`config.mk`:
```
export PLATFORM = sky130hd
export DESIGN_NAME = flags_collector
export DESIGN_NICKNAME = d
export VERILOG_FILES = /design/src/rtl/flags_collector_pkg.sv /design/src/rtl/flags_index_decoder.sv /design/src/rtl/flags_collector.sv
export SDC_FILE = /design/constraint.sdc
export NUM_CORES = 1
export LEC_CHECK = 0
export CORE_ASPECT_RATIO = 0.8
export CORE_MARGIN = 2
export CORE_UTILIZATION = 36
export CTS_CLUSTER_SIZE = 16
export DETAILED_ROUTE_END_ITERATION = 16
export PLACE_DENSITY_LB_ADDON = 0.08
export SLEW_MARGIN = 20
export SYNTH_ARGS = -nofsm -noshare
export SYNTH_HDL_FRONTEND = slang
export SYNTH_SLANG_ARGS = --single-unit
export TNS_END_PERCENT = 20
```
`constraint.sdc`:
```
create_clock -name clk_i -period 4.1 [get_ports clk_i]
set_input_delay 0.615 -clock clk_i [delete_from_list [all_inputs] [get_ports clk_i]]
set_output_delay 0.615 -clock clk_i [all_outputs]
set_load 0.03 [all_outputs]
```
`src/rtl/flags_collector_pkg.sv`:
```
// Shared definitions for the matmul overflow-flags path: FSM state encoding and flag-bit placement.
package flags_collector_pkg;

    typedef enum logic [1:0] {
        ST_IDLE    = 2'd0,
        ST_COLLECT = 2'd1,
        ST_COMMIT  = 2'd2
    } state_e;

    // Flag bit for PE (row, col) in a dim x dim array, row-major.
    function automatic int flag_pos(input int row, input int col, input int dim);
        return row * dim + col;
    endfunction

endpackage

```
`src/rtl/flags_index_decoder.sv`:
```
// Turns a PE (row, col) report into a one-hot set mask over the MAX_DIM^2 flag vector.
module flags_index_decoder
    import flags_collector_pkg::*;
#(
    parameter int MAX_DIM = 2,
    parameter int IDX_W   = 1
) (
    input  logic [IDX_W-1:0]           row,
    input  logic [IDX_W-1:0]           col,
    input  logic                       en,
    output logic [MAX_DIM*MAX_DIM-1:0] set_mask
);

    // Indices at or beyond MAX_DIM match no (r, c) pair and so produce an empty mask.
    always_comb begin
        set_mask = '0;
        for (int r = 0; r < MAX_DIM; r++) begin
            for (int c = 0; c < MAX_DIM; c++) begin
                if (en && (row == IDX_W'(r)) && (col == IDX_W'(c))) begin
                    set_mask[flag_pos(r, c, MAX_DIM)] = 1'b1;
                end
            end
        end
    end

endmodule

```
`src/rtl/flags_collector.sv`:
```
// Collects sticky per-PE overflow flags during a matmul run and writes them once to the
// flags register when the run completes, deferring while a bus read of that register is active.
module flags_collector
    import flags_collector_pkg::*;
#(
    parameter  int DATA_WIDTH = 32,
    parameter  int BUS_WIDTH  = 64,
    parameter  int MAX_DIM    = BUS_WIDTH / DATA_WIDTH,
    localparam int IDX_W      = (MAX_DIM > 1) ? $clog2(MAX_DIM) : 1
) (
    input  logic                 clk_i,
    input  logic                 rst_ni,
    input  logic                 start_i,
    input  logic                 pe_valid_i,
    input  logic [IDX_W-1:0]     pe_row_i,
    input  logic [IDX_W-1:0]     pe_col_i,
    input  logic                 pe_ovf_i,
    input  logic                 done_i,
    input  logic                 rd_active_i,
    output logic                 write_enable_o,
    output logic [BUS_WIDTH-1:0] data_o,
    output logic                 busy_o,
    output logic                 ovf_any_o
);

    localparam int NFLAGS = MAX_DIM * MAX_DIM;

    state_e               state_q, state_d;
    logic [NFLAGS-1:0]    flags_q, flags_d;
    logic [NFLAGS-1:0]    set_mask;
    logic                 we_q, we_d;
    logic [BUS_WIDTH-1:0] data_q, data_d;

    flags_index_decoder #(
        .MAX_DIM (MAX_DIM),
        .IDX_W   (IDX_W)
    ) u_decoder (
        .row      (pe_row_i),
        .col      (pe_col_i),
        .en       (pe_valid_i & pe_ovf_i),
        .set_mask (set_mask)
    );

    always_ff @(posedge clk_i or negedge rst_ni) begin
        if (!rst_ni) begin
            state_q <= ST_IDLE;
            flags_q <= '0;
            we_q    <= 1'b0;
            data_q  <= '0;
        end else begin
            state_q <= state_d;
            flags_q <= flags_d;
            we_q    <= we_d;
            data_q  <= data_d;
        end
    end

    // done_i outranks a restart, and a restart outranks an event in the same cycle.
    always_comb begin
        state_d = state_q;
        flags_d = flags_q;
        we_d    = 1'b0;
        data_d  = data_q;
        unique case (state_q)
            ST_IDLE: begin
                if (start_i) begin
                    flags_d = '0;
                    state_d = ST_COLLECT;
                end
            end
            ST_COLLECT: begin
                if (done_i) begin
                    flags_d = flags_q | set_mask;
                    state_d = ST_COMMIT;
                end else if (start_i) begin
                    flags_d = '0;
                end else begin
                    flags_d = flags_q | set_mask;
                end
            end
            ST_COMMIT: begin
                if (!rd_active_i) begin
                    we_d    = 1'b1;
                    data_d  = BUS_WIDTH'(flags_q);
                    state_d = ST_IDLE;
                end
            end
            default: state_d = ST_IDLE;
        endcase
    end

    assign write_enable_o = we_q;
    assign data_o         = data_q;
    assign busy_o         = (state_q == ST_COLLECT) || (state_q == ST_COMMIT);
    assign ovf_any_o      = |flags_q;

endmodule
```
After elaboration in Yosys (flattened, before gate mapping). Index checks and enable logic that the tools add are counted.

Eq/ne operators: 5. Multiplexer cells: 14. Bitwise logic cells: 5. Reduce and logical (&&, ||, !) cells: 13.

Operators by type and width (number): $mux 4 (3); $pmux 4 s2 (1); $logic_and 1x1->1 (6); $mux 1 (6); $mux 2 (3); $ne 2x2->1 const B (3); $pmux 2 s3 (1); $or 4x4->4 (1); $reduce_and 2->1 (2); $reduce_or 4->1 (1); $not 1->1 (3); $reduce_and 3->1 (1); $eq 2x1->1 const B (1); $eq 2x2->1 const B (1); $logic_not 2->1 (1); $reduce_bool 2->1 (1); $and 1x1->1 (1); $logic_or 1x1->1 (1).

Output and inout port bits: 67. Register bits: 11.

Logic depth before layout (Yosys ltp).
Depth after elaboration: 8. Mapped depth: 5. Gate-level depth less buffers: 5.

Cells and area by module. A second synthesis with hierarchy kept.

Cells, all modules: 110. Area total of the unflattened synthesis: 1014.7 sq um.

Modules (own cells, without submodules): flags_collector (instances 1, cells each 106, area an instance 977.2 sq um, sequential area each 275.3 sq um); flags_index_decoder (instances 1, cells each 4, area an instance 37.5 sq um, sequential area each 0.0 sq um).

Worst setup path after synthesis. Ideal clock, no wire load.

Path type: register to output. Start point: register flags_q[2]. End point: output port ovf_any_o. Arrival: 1045 ps. Stages on the path, launching flop included: 2. Data required time: 3485 ps. Setup slack: 2440 ps. Cells stage by stage: dfrtp_1 -> or4_1.

Cells in the longest elaborated chain, start to end: 1.

RTL lines: from (decl) (RTL line flags_collector.sv:29) `logic [NFLAGS-1:0] flags_q, flags_d;`; from (signal assigned) (RTL line flags_collector.sv:52) `flags_q <= flags_d;`; $reduce_or 4->1 (RTL line flags_collector.sv:95) `assign ovf_any_o = |flags_q;`; to (decl) (RTL line flags_collector.sv:23) `output logic ovf_any_o`.

No other way between the ends.

Worst setup path after layout. Ends and elaborated chain as after synthesis.

==> reports/qor.txt <==
height of the chip: 51.2 µm
Post-Syn Area: 1000 µm²
Syn Inst Count: 106
Antenna diodes: 0
VDD IR-drop max: 0.318 mV
Final Max Slew Viols: 0
Post-synth ARST share: 100%
Final nets: 139
hold buffer count at CTS: 0
Final ANT Viol Nets: 0
Avg WL per Cell: 7.67 µm
Yosys reg bits: 11
Finished Core Util: 37.0%
crit-path max FO: 3
DRC viols: 0
Row Count: 17
Syn Area/Cell: 9.47 µm²
die width: 63.0 µm
largest area contributor in the netlist: buf_4
gr ovfl total: 0
Tot Pwr: 653 µW
TritonCTS Buffers: 3
RSZ-0062 raised after global routing: false
# placed instances: 158
initial antenna violation count: 0
final hold violation count: 0
full die area: 3230 µm²
first-pass GRT wire length: 1860 µm
FILL cells: 291
Final Cycle Share: 58.7%
CTS tree: built
Post-CTS Setup Bufs: 0
Worst Setup End Kind: primary output
commonest cells in the netlist: 60 x buf_4, 11 x dfrtp_1, 5 x ha_1, 5 x inv_1
Synth Flop Type: dfrtp_1
vias per cell: 3.38
Worst EP arrival: 1790 ps
placer congestion estimate: 0.752
Initial Utilization: 37.1%
Worst-Skew Late Latency: 270 ps
Crit Path Category: flop to primary output
Leak Pwr: 0.559 nW
Buffers on Ports: 15
share of cells above drive strength 1: 7.26%
detailed placement HPWL: 1050 µm
Pwr Density: 654 nW/µm²
Synthesis Warnings: 0
GR Util All Layers: 7.69%
Final setup viols: 0
clock buffer depth: 2
HP Class: flop to flop
pin count of the biggest net entering global routing: 12
num ports: 76
share of the synthesized area in the top cell type: 44.9%
Max Cap Viol: 0
Fmax: 415 MHz
Area Growth Syn to Fin: -0.499%
Critical Path RT: 3480 ps
final wirelength: 1240 µm
Worst Clk Skew: 0.797 ps
number of gates resized after cts: 0
unique cell type count in the Yosys netlist: 17
register area share after synthesis: 27.4%
CTS H-Tree Depth: 1
status: finished clean
Post-synth EDFFs: 0
Reg clk slew, reported paths: 70 ps
drt pass-1 iters: 4
TNS Setup: 0 ps
final cell count without fillers: 162
total core area: 2700 µm²
Iter 0 DRT Violations: 1
clock root buffer: clkbuf_4
startpoint types: flop
top post-synthesis cells by area: buf_4 45%, dfrtp_1 27%, ha_1 6.2%
Clock Sinks: 11
via count: 547
top-count cell post-synth: buf_4
Final Critical Period: 2410 ps
vias in the first global route: 430
## worst paths after layout
path | slack [ps] | from | cells past startpoint | endpoint
max reg2reg | 2620 | state_q[1] | 5 | flags_q[3]
max | 1690 | flags_q[2] | 2 | ovf_any_o
max in group asynchronous | 3100 | rst_ni | 1 | data_o[0]
min reg2reg | 510 | data_o[1] | 1 | data_o[1]
min | 510 | data_o[1] | 1 | data_o[1]
min in group asynchronous | 670 | rst_ni | 1 | state_q[0]
## state kept, by name, indices dropped and copies added (netlist names)
name            flops
flags_q             4
data_o              4
state_q             2
write_enable_o      1
## worst max-delay path: stages (launching register included)
cell	delay (ps)
dfrtp_1	400
or4_1	520
clkdlybuf4s50_1	610
## through the flow
step                hold slack, ps  instance area (µm²)  setup slack (ps)
finish                         510                  998              1690
global route                   533                  998              1620
CTS                            516                  998              1690
detailed placement             499                  972              1980
global placement               503                  972              1990
floorplan                      319                 1220              2440
## layer usage
layer / routed length, µm / global-route usage (%) / vias to the layer above
met1: 501 / 9.23 / 249
met3: 138 / 2.20 / 3
met4: 23 / 5.56 / 0
li1: - / - / 253
met5: 0 / 0 / -
met2: 579 / 11.9 / 42
## area by class of cell
class                   instances  area [µm²]  share of cell area (%)
clock buffers                   4        26.3                    2.63
inverters                       5        18.8                    1.88
multi-input cells              89         480                    48.1
flip-flops and latches         11         275                    27.6
well taps                      38        47.5                    4.76
repair buffers                 15         150                    15.0
## cell usage in the layout (no fill, tap or decap)
cell,instances
conb_1,60
a41oi_1,4
dfrtp_1,11
mux2_1,2
clkbuf_1,1
or4_1,1
or2b_1,1
nand2b_1,3
ha_1,5
mux2_2,4
and2_1,1
inv_1,5
clkbuf_4,3
a21boi_2,1
clkdlybuf4s50_1,15
nand3_1,1
mux2_4,1
nand2_1,1
nor2_1,4
## cells by family (layout without fill, tap and decap cells)
| kind of cell | after synthesis | after routing | share of synthesized area, % |
|---|---|---|---|
| adders and majority gates | 5 | 5 | 6.23 |
| muxes | 7 | 7 | 8.23 |
| AOI/OAI and AO/OA | 5 | 5 | 4.61 |
| buffers and inverters | 65 | 24 | 46.8 |
| and+or+nand+nor | 12 | 12 | 6.36 |
| other | 1 | 60 | 0.374 |
| DFF | 11 | 11 | 27.4 |
## power breakdown
| group | switching, mW | total, mW | internal (mW) |
|---|---|---|---|
| sequential | 0.0294 | 0.183 | 0.154 |
| clock | 0.0369 | 0.0746 | 0.0377 |
| combinational | 0.244 | 0.395 | 0.150 |
No activity file was read; power rests on OpenSTA's default activity.
